## config.mk

```make
export PLATFORM = sky130hd
export DESIGN_NAME = bus_cycle_ctrl_flat
export DESIGN_NICKNAME = d
export VERILOG_FILES = /design/src/rtl/bus_cycle_ctrl_if.sv /design/src/rtl/bus_cycle_ctrl.sv /design/src/flat_wrapper.sv
export SDC_FILE = /design/constraint.sdc
export NUM_CORES = 1
export LEC_CHECK = 0
export ABC_AREA = 1
export CAP_MARGIN = 5
export CELL_PAD_IN_SITES_DETAIL_PLACEMENT = 0
export CELL_PAD_IN_SITES_GLOBAL_PLACEMENT = 1
export CORE_MARGIN = 2
export CORE_UTILIZATION = 37
export DETAILED_ROUTE_END_ITERATION = 10
export PLACE_DENSITY = 0.94
export SLEW_MARGIN = 20
export SYNTH_ARGS = -nofsm -noshare
export SYNTH_HDL_FRONTEND = slang
export SYNTH_SLANG_ARGS = --single-unit
```

## constraint.sdc

```tcl
create_clock -name clk -period 4.1 [get_ports clk]
set_input_delay 0.82 -clock clk [delete_from_list [all_inputs] [get_ports clk]]
set_output_delay 0.82 -clock clk [all_outputs]
set_load 0.005 [all_outputs]
```

## src/rtl/bus_cycle_ctrl_if.sv

```systemverilog
// Bus cycle controller handshake bundle.
// Core request side plus the multiplexed AD/A_HI pin side.
interface bus_cycle_ctrl_if;
  logic        req;
  logic        wr;
  logic        io;
  logic [15:0] address;
  logic [7:0]  wdata;
  logic        ready;
  logic [7:0]  ad_in;
  logic [7:0]  ad_out;
  logic        ad_oe;
  logic [7:0]  a_hi;
  logic        ale;
  logic        rd_n;
  logic        wr_n;
  logic        io_m;
  logic        busy;
  logic        done;
  logic        err;
  logic [7:0]  rdata;

  modport master (
    input  req,
    input  wr,
    input  io,
    input  address,
    input  wdata,
    input  ready,
    input  ad_in,
    output ad_out,
    output ad_oe,
    output a_hi,
    output ale,
    output rd_n,
    output wr_n,
    output io_m,
    output busy,
    output done,
    output err,
    output rdata
  );

  modport slave (
    output req,
    output wr,
    output io,
    output address,
    output wdata,
    output ready,
    output ad_in,
    input  ad_out,
    input  ad_oe,
    input  a_hi,
    input  ale,
    input  rd_n,
    input  wr_n,
    input  io_m,
    input  busy,
    input  done,
    input  err,
    input  rdata
  );
endinterface

```

## src/rtl/bus_cycle_ctrl.sv

```systemverilog
// Multiplexed-bus cycle sequencer: T1/T2/TW/T3 with
// wait-state insertion and wait timeout abort.
module bus_cycle_ctrl #(
  parameter int unsigned MAX_WAIT = 16
) (
  input logic             clk,
  input logic             rst,
  bus_cycle_ctrl_if.master bus
);

  localparam logic [7:0] WMAX = 8'(MAX_WAIT);

  typedef enum logic [2:0] {
    S_IDLE,
    S_T1,
    S_T2,
    S_TW,
    S_T3
  } state_t;

  state_t     state;
  logic       wr_q;
  logic [7:0] wdata_q;
  logic [7:0] wcnt;
  logic [7:0] ad_out_q;
  logic       ad_oe_q;
  logic [7:0] a_hi_q;
  logic       ale_q;
  logic       rd_n_q;
  logic       wr_n_q;
  logic       io_m_q;
  logic       busy_q;
  logic       done_q;
  logic       err_q;
  logic [7:0] rdata_q;

  always_ff @(posedge clk or negedge rst) begin
    if (!rst) begin
      state    <= S_IDLE;
      wr_q     <= 1'b0;
      wdata_q  <= 8'h00;
      wcnt     <= 8'h00;
      ad_out_q <= 8'h00;
      ad_oe_q  <= 1'b0;
      a_hi_q   <= 8'h00;
      ale_q    <= 1'b0;
      rd_n_q   <= 1'b1;
      wr_n_q   <= 1'b1;
      io_m_q   <= 1'b0;
      busy_q   <= 1'b0;
      done_q   <= 1'b0;
      err_q    <= 1'b0;
      rdata_q  <= 8'h00;
    end else begin
      done_q <= 1'b0;
      err_q  <= 1'b0;
      unique case (state)
        S_IDLE: begin
          if (bus.req) begin
            state    <= S_T1;
            wr_q     <= bus.wr;
            wdata_q  <= bus.wdata;
            io_m_q   <= bus.io;
            a_hi_q   <= bus.address[15:8];
            ad_out_q <= bus.address[7:0];
            ad_oe_q  <= 1'b1;
            ale_q    <= 1'b1;
            busy_q   <= 1'b1;
            wcnt     <= 8'h00;
          end
        end
        S_T1: begin
          state <= S_T2;
          ale_q <= 1'b0;
          wcnt  <= 8'h00;
          if (wr_q) begin
            ad_oe_q  <= 1'b1;
            ad_out_q <= wdata_q;
            wr_n_q   <= 1'b0;
          end else begin
            ad_oe_q <= 1'b0;
            rd_n_q  <= 1'b0;
          end
        end
        S_T2: begin
          if (bus.ready) begin
            state <= S_T3;
          end else begin
            state <= S_TW;
            wcnt  <= wcnt + 8'd1;
          end
        end
        S_TW: begin
          if (bus.ready) begin
            state <= S_T3;
          end else if (wcnt == WMAX) begin
            // Device never answered: drop strobes, no data.
            state   <= S_IDLE;
            err_q   <= 1'b1;
            rd_n_q  <= 1'b1;
            wr_n_q  <= 1'b1;
            ad_oe_q <= 1'b0;
            busy_q  <= 1'b0;
          end else begin
            wcnt <= wcnt + 8'd1;
          end
        end
        S_T3: begin
          state   <= S_IDLE;
          done_q  <= 1'b1;
          rd_n_q  <= 1'b1;
          wr_n_q  <= 1'b1;
          ad_oe_q <= 1'b0;
          busy_q  <= 1'b0;
          if (!wr_q) rdata_q <= bus.ad_in;
        end
        default: begin
          state   <= S_IDLE;
          rd_n_q  <= 1'b1;
          wr_n_q  <= 1'b1;
          ad_oe_q <= 1'b0;
          ale_q   <= 1'b0;
          busy_q  <= 1'b0;
        end
      endcase
    end
  end

  assign bus.ad_out = ad_out_q;
  assign bus.ad_oe  = ad_oe_q;
  assign bus.a_hi   = a_hi_q;
  assign bus.ale    = ale_q;
  assign bus.rd_n   = rd_n_q;
  assign bus.wr_n   = wr_n_q;
  assign bus.io_m   = io_m_q;
  assign bus.busy   = busy_q;
  assign bus.done   = done_q;
  assign bus.err    = err_q;
  assign bus.rdata  = rdata_q;

endmodule
```

## src/flat_wrapper.sv

```systemverilog
// flat-port wrapper written by rule: the top's interface ports become plain ports
module bus_cycle_ctrl_flat 
#(
  parameter int unsigned MAX_WAIT = 16
)
  (clk, rst, bus_req, bus_wr, bus_io, bus_address, bus_wdata, bus_ready, bus_ad_in, bus_ad_out, bus_ad_oe, bus_a_hi, bus_ale, bus_rd_n, bus_wr_n, bus_io_m, bus_busy, bus_done, bus_err, bus_rdata);
  bus_cycle_ctrl_if bus_i ();
  input logic clk;
  input logic rst;
  input wire logic [$bits(bus_i.req)-1:0] bus_req;
  input wire logic [$bits(bus_i.wr)-1:0] bus_wr;
  input wire logic [$bits(bus_i.io)-1:0] bus_io;
  input wire logic [$bits(bus_i.address)-1:0] bus_address;
  input wire logic [$bits(bus_i.wdata)-1:0] bus_wdata;
  input wire logic [$bits(bus_i.ready)-1:0] bus_ready;
  input wire logic [$bits(bus_i.ad_in)-1:0] bus_ad_in;
  output wire logic [$bits(bus_i.ad_out)-1:0] bus_ad_out;
  output wire logic [$bits(bus_i.ad_oe)-1:0] bus_ad_oe;
  output wire logic [$bits(bus_i.a_hi)-1:0] bus_a_hi;
  output wire logic [$bits(bus_i.ale)-1:0] bus_ale;
  output wire logic [$bits(bus_i.rd_n)-1:0] bus_rd_n;
  output wire logic [$bits(bus_i.wr_n)-1:0] bus_wr_n;
  output wire logic [$bits(bus_i.io_m)-1:0] bus_io_m;
  output wire logic [$bits(bus_i.busy)-1:0] bus_busy;
  output wire logic [$bits(bus_i.done)-1:0] bus_done;
  output wire logic [$bits(bus_i.err)-1:0] bus_err;
  output wire logic [$bits(bus_i.rdata)-1:0] bus_rdata;
  assign bus_i.req = bus_req;
  assign bus_i.wr = bus_wr;
  assign bus_i.io = bus_io;
  assign bus_i.address = bus_address;
  assign bus_i.wdata = bus_wdata;
  assign bus_i.ready = bus_ready;
  assign bus_i.ad_in = bus_ad_in;
  assign bus_ad_out = bus_i.ad_out;
  assign bus_ad_oe = bus_i.ad_oe;
  assign bus_a_hi = bus_i.a_hi;
  assign bus_ale = bus_i.ale;
  assign bus_rd_n = bus_i.rd_n;
  assign bus_wr_n = bus_i.wr_n;
  assign bus_io_m = bus_i.io_m;
  assign bus_busy = bus_i.busy;
  assign bus_done = bus_i.done;
  assign bus_err = bus_i.err;
  assign bus_rdata = bus_i.rdata;
  bus_cycle_ctrl #(.MAX_WAIT(MAX_WAIT)) u_core (.clk(clk), .rst(rst), .bus(bus_i));
endmodule
```

## Word-level counts from Yosys, hierarchy flattened

Index checks and enable logic that the tools add are counted.

- Logic and storage cells: 80
- Memories: 0
- Bits in read-only memories: 0
- Bits in latches: 0
- Memory bits (writable): 0
- Register bits: 52

- Reduce and logical (&&, ||, !) cells: 16
- Shift-type cells: 0
- Divide/modulo/power cells: 0
- Bitwise logic cells: 5
- Equal/unequal tests: 13
- Add/subtract/negate cells: 1
- Mux-type cells: 30
- Multiply operators: 0
- Magnitude comparators: 0

Operator list:

| kind | count |
|---|---|
| $mux 8 | 6 |
| $pmux 8 s4 | 1 |
| $pmux 8 s2 | 1 |
| $reduce_and 4->1 | 4 |
| $mux 1 | 12 |
| $mux 3 | 4 |
| $pmux 3 s4 | 1 |
| $ne 2x2->1 const B | 5 |
| $pmux 1 s3 | 3 |
| $add 8x1->8 const B | 1 |
| $eq 8x5->1 const B | 1 |
| $reduce_and 2->1 | 4 |
| $eq 3x2->1 const B | 2 |
| $not 1->1 | 5 |
| $reduce_and 5->1 | 1 |
| $ne 2x1->1 const B | 2 |
| $pmux 1 s4 | 1 |
| $reduce_bool 4->1 | 1 |
| $reduce_or 2->1 | 2 |
| $eq 3x1->1 const B | 1 |
| $eq 3x3->1 const B | 1 |
| $logic_not 3->1 | 1 |
| $ne 3x2->1 const B | 1 |
| $reduce_and 3->1 | 1 |
| 3 further kinds | 3 |

## Depth between registers and ports, before layout

- Depth in word-level cells: 4
- Depth in mapped cells: 9
- Depth with buffers taken out: 9

## Least setup slack after synthesis

OpenSTA, ideal clock, no wires.

- Path type: input-to-reg
- Start: in bus_req
- End: reg u_core.wcnt[5]
- Data required time: 3982 ps
- Data arrival time: 1707 ps
- Library setup time: 118 ps
- Stages on the path: 7
- Setup slack: 2276 ps
- Cell sequence: buf_4 > inv_1 > a21oi_4 > nand3_4 > buf_6 > nand2_1 > o21ai_2

- Cells in the longest elaborated chain, start to end: 2

RTL lines:

| item | line | source |
|---|---|---|
| from (decl) | flat_wrapper.sv:10 | `input wire logic [$bits(bus_i.req)-1:0] bus_req;` |
| $ne 2x2->1 (no source line) | n/a |  |
| $reduce_and 5->1 (no source line) | n/a |  |
| to (signal assigned) | bus_cycle_ctrl.sv:90 | `wcnt <= wcnt + 8'd1;` |
| to (signal assigned) | bus_cycle_ctrl.sv:105 | `wcnt <= wcnt + 8'd1;` |
| to (decl) | bus_cycle_ctrl.sv:24 | `logic [7:0] wcnt;` |

No other way between the ends.
A chain may end at the register's enable or synchronous reset.

## Final worst setup path

- Start: in bus_req
- End: reg u_core.wcnt[4]

Same word-level chain as after synthesis.

==> impl_metrics.toml <==
[outcome]
outcome = "finished clean"

[clock_network]
cts_buffers = 5
ctsHtreeMaxLevel = 2
cts_root_buffer = "clkbuf_8"
path_clk_slew_ns = 0.09
postCtsSetupBuffers = 0
hold_buffers = 0
clk_latency_ns = 0.31
cts_num_sinks = 52
cts_resized = 0
cts_tree = "yes"
cts_buffer_depth = 2

[pwr]
p_leak_nw = 1.62
pwr-share-seq = 0.390
p_per_area_nw_per_um2 = 667
power.internal_mw = 1.39
pwr-share-clk = 0.167
switching_share = 0.370
p_sw_mw = 0.817
pwr-share-comb = 0.444
peakVddDrop_uv = 290

[detailed_routing]
wl_per_cell_um = 12.5
firstDrtPassIters = 4
drc_errors = 0
vias = 2154
postRouteAntennaNets = 0
routed_wl_um = 5600
vias_per_cell = 4.81
drt_iter0_drc = 161

[global_route]
use_met2 = 0.256
grt-busiest-layer = "met2"
use_met1 = 0.222
grt-ovfl-total = 0
grt_pass1_wl_um = 9520
antenna_found_initial = 0
grt_pass1_vias = 2018
met3_usage = 0.0340
grt_usage = 0.161
grt_start_max_net_pins = 53

[setup_path]
crit-reg2reg-launch = "u_core.state[2]"
max_stage_delay_ns = 0.90
cp_top_family = "buffers and inverters"
cp_slowest_cell = "clkdlybuf4s50_1"
crit_required_ns = 4.30
worst-setup-path-type = "in -> reg"
reg2reg_slack_ns = 2.04
crit_path_end_kind = "flip-flop"
r2r_end = "u_core.wdata_q[7]"
reg2regPathDepth = 6
path_buf_inv = 2
worst_setup_path_start_kind = "input port"
arrival_ns = 2.78
cp_cell_sequence = "clkdlybuf4s50_1 > inv_1 > a21oi_4 > nand3_4 > nand2_1 > o21ai_2"
cp_max_fo = 18
crit_cells = 6

[finish]
drive_gt1_frac = 0.0836
syn2layout_area_growth_pct = 35.2
fin_util = 0.518
insertedDiodeCount = 0
nNetsFinal = 410

[sta]
setup_viol = 0
worst_pin_slew_ns = 0.828
timing.final.crit_share = 0.630
grt_setup_unrepaired = "false"
setup_tns_ns = 0
fin_crit_ns = 2.58
hold_violations = 0
max_freq_ghz = 0.387
skew_ns = 0.00559
slew_violations = 0
whs_ns = 0.473
slew_headroom = 0.446

[die]
coreArea_sq_um = 6390
die-area_sq_um = 7280
io_pins = 70
initial_core_util = 0.383
die_h_um = 85.4
dieWidth_um = 85.4
rows = 29

[hold_path]
hold_class = "reg -> reg"
min_to = "u_core.bus.rd_n"
whs_path_depth = 2
hp-start = "u_core.bus.rd_n"

[placement]
port_buffers = 69
gp_congestion = 0.829
hpwl_um = 4000

[synth]
yosysWarnings = 0
synth.distinct_cells = 26
syn_area_per_cell_sq_um = 8.11
ys_ff_latch = 52
syn_inst = 302
synth_nets = 342
synthesis.area_sq_um = 2450
ys_seq_area_frac = 0.532

[flow_run]
cap_violations = 0
## cell usage in the layout (no fill, tap or decap), types with 2 or more instances in the layout
cell type	instances
nand3_1	47
inv_1	18
inv_2	3
dfrtp_1	50
nor3_1	2
o21ai_0	4
clkdlybuf4s50_1	68
buf_4	2
o21ai_2	8
nor2_1	12
nand2_2	2
ha_1	2
clkbuf_8	6
nand3b_1	2
dfstp_2	2
a21oi_1	3
nand2_1	129
## sequential cells by signal, summed over array words and instances, names as in the netlist, 3 cells and up
name / flops
u_core.bus.a_hi: 8
u_core.bus.ad_out: 8
u_core.bus.rdata: 8
u_core.state: 3
u_core.wcnt: 8
u_core.wdata_q: 8
## worst max path at each step
stage	startpoint	to	slack, ns
6_report	bus_req	u_core.wcnt[4]	1.52
5_1_grt	bus_req	u_core.wcnt[1]	1.34
4_1_cts	bus_req	u_core.wcnt[7]	1.54
3_5_place_dp	bus_req	u_core.wcnt[4]	1.21
3_3_place_gp	bus_req	u_core.wcnt[0]	1.27
2_1_floorplan	bus_req	u_core.wcnt[5]	2.28
## kinds of logic after synthesis
group,share of synthesized area
compound gates,0.0583
fa+ha+maj,0.0102
buf+inv,0.0552
flops,0.532
simple gates,0.344
## synthesized netlist by cell type (all sizes together)
master | n | area, sq um
inv | 21 | 78.8
o21bai | 1 | 7.51
ha | 2 | 25.0
nand2 | 131 | 497
buf | 8 | 48.8
dfstp | 2 | 52.6
or2 | 1 | 6.26
nor3 | 2 | 10.0
a31oi | 1 | 6.26
nor2 | 13 | 51.3
o211ai | 1 | 7.51
dfrtp | 50 | 1250
nand3 | 49 | 263
a21oi | 4 | 31.3
clkbuf | 2 | 7.51
o21ai | 12 | 90.1
nand3b | 2 | 15.0
## worst reg2reg max path: cells and delay by family (launching register included)
kind	cells	cell delay, ns
AND/OR/NAND/NOR	4	1.30
buffers and inverters	1	0.12
AO/OA/AOI/OAI	1	0.05
flip-flops	1	0.46
## area by class of cell
type                    instances  area, sq um
multi-input cells             219         1010
inverters                      21         78.8
flip-flops and latches         52         1300
clock buffers                   6         82.6
fillers                       598         3080
repair buffers                 71          701
clock inverters                 2         38.8
well taps                      77         96.3
## metrics by stage
step	area, sq um	power (mW)	setup WS (ns)	std cells
floorplan	2450	1.41	2.28	302
global placement	3190	1.83	1.27	440
detailed placement	3190	1.86	1.21	440
CTS	3310	2.24	1.54	448
global route	3310	2.40	1.34	448
finish	3310	2.21	1.52	448
## layer usage
layer,share of wire,routed length (um)
met1,0.46,2570
met2,0.47,2610
met3,0.058,326
met4,0.015,86
met5,0,0
## power by group through the flow
stage	registers [mW]	logic, mW	clock network, mW
after global routing	0.888	1.11	0.404
after global placement	0.864	0.968	0
after CTS	0.862	0.994	0.379
after floorplan	0.859	0.548	0
after detailed placement	0.868	0.991	0
final	0.860	0.979	0.368
(Power assumes the default switching activity.)
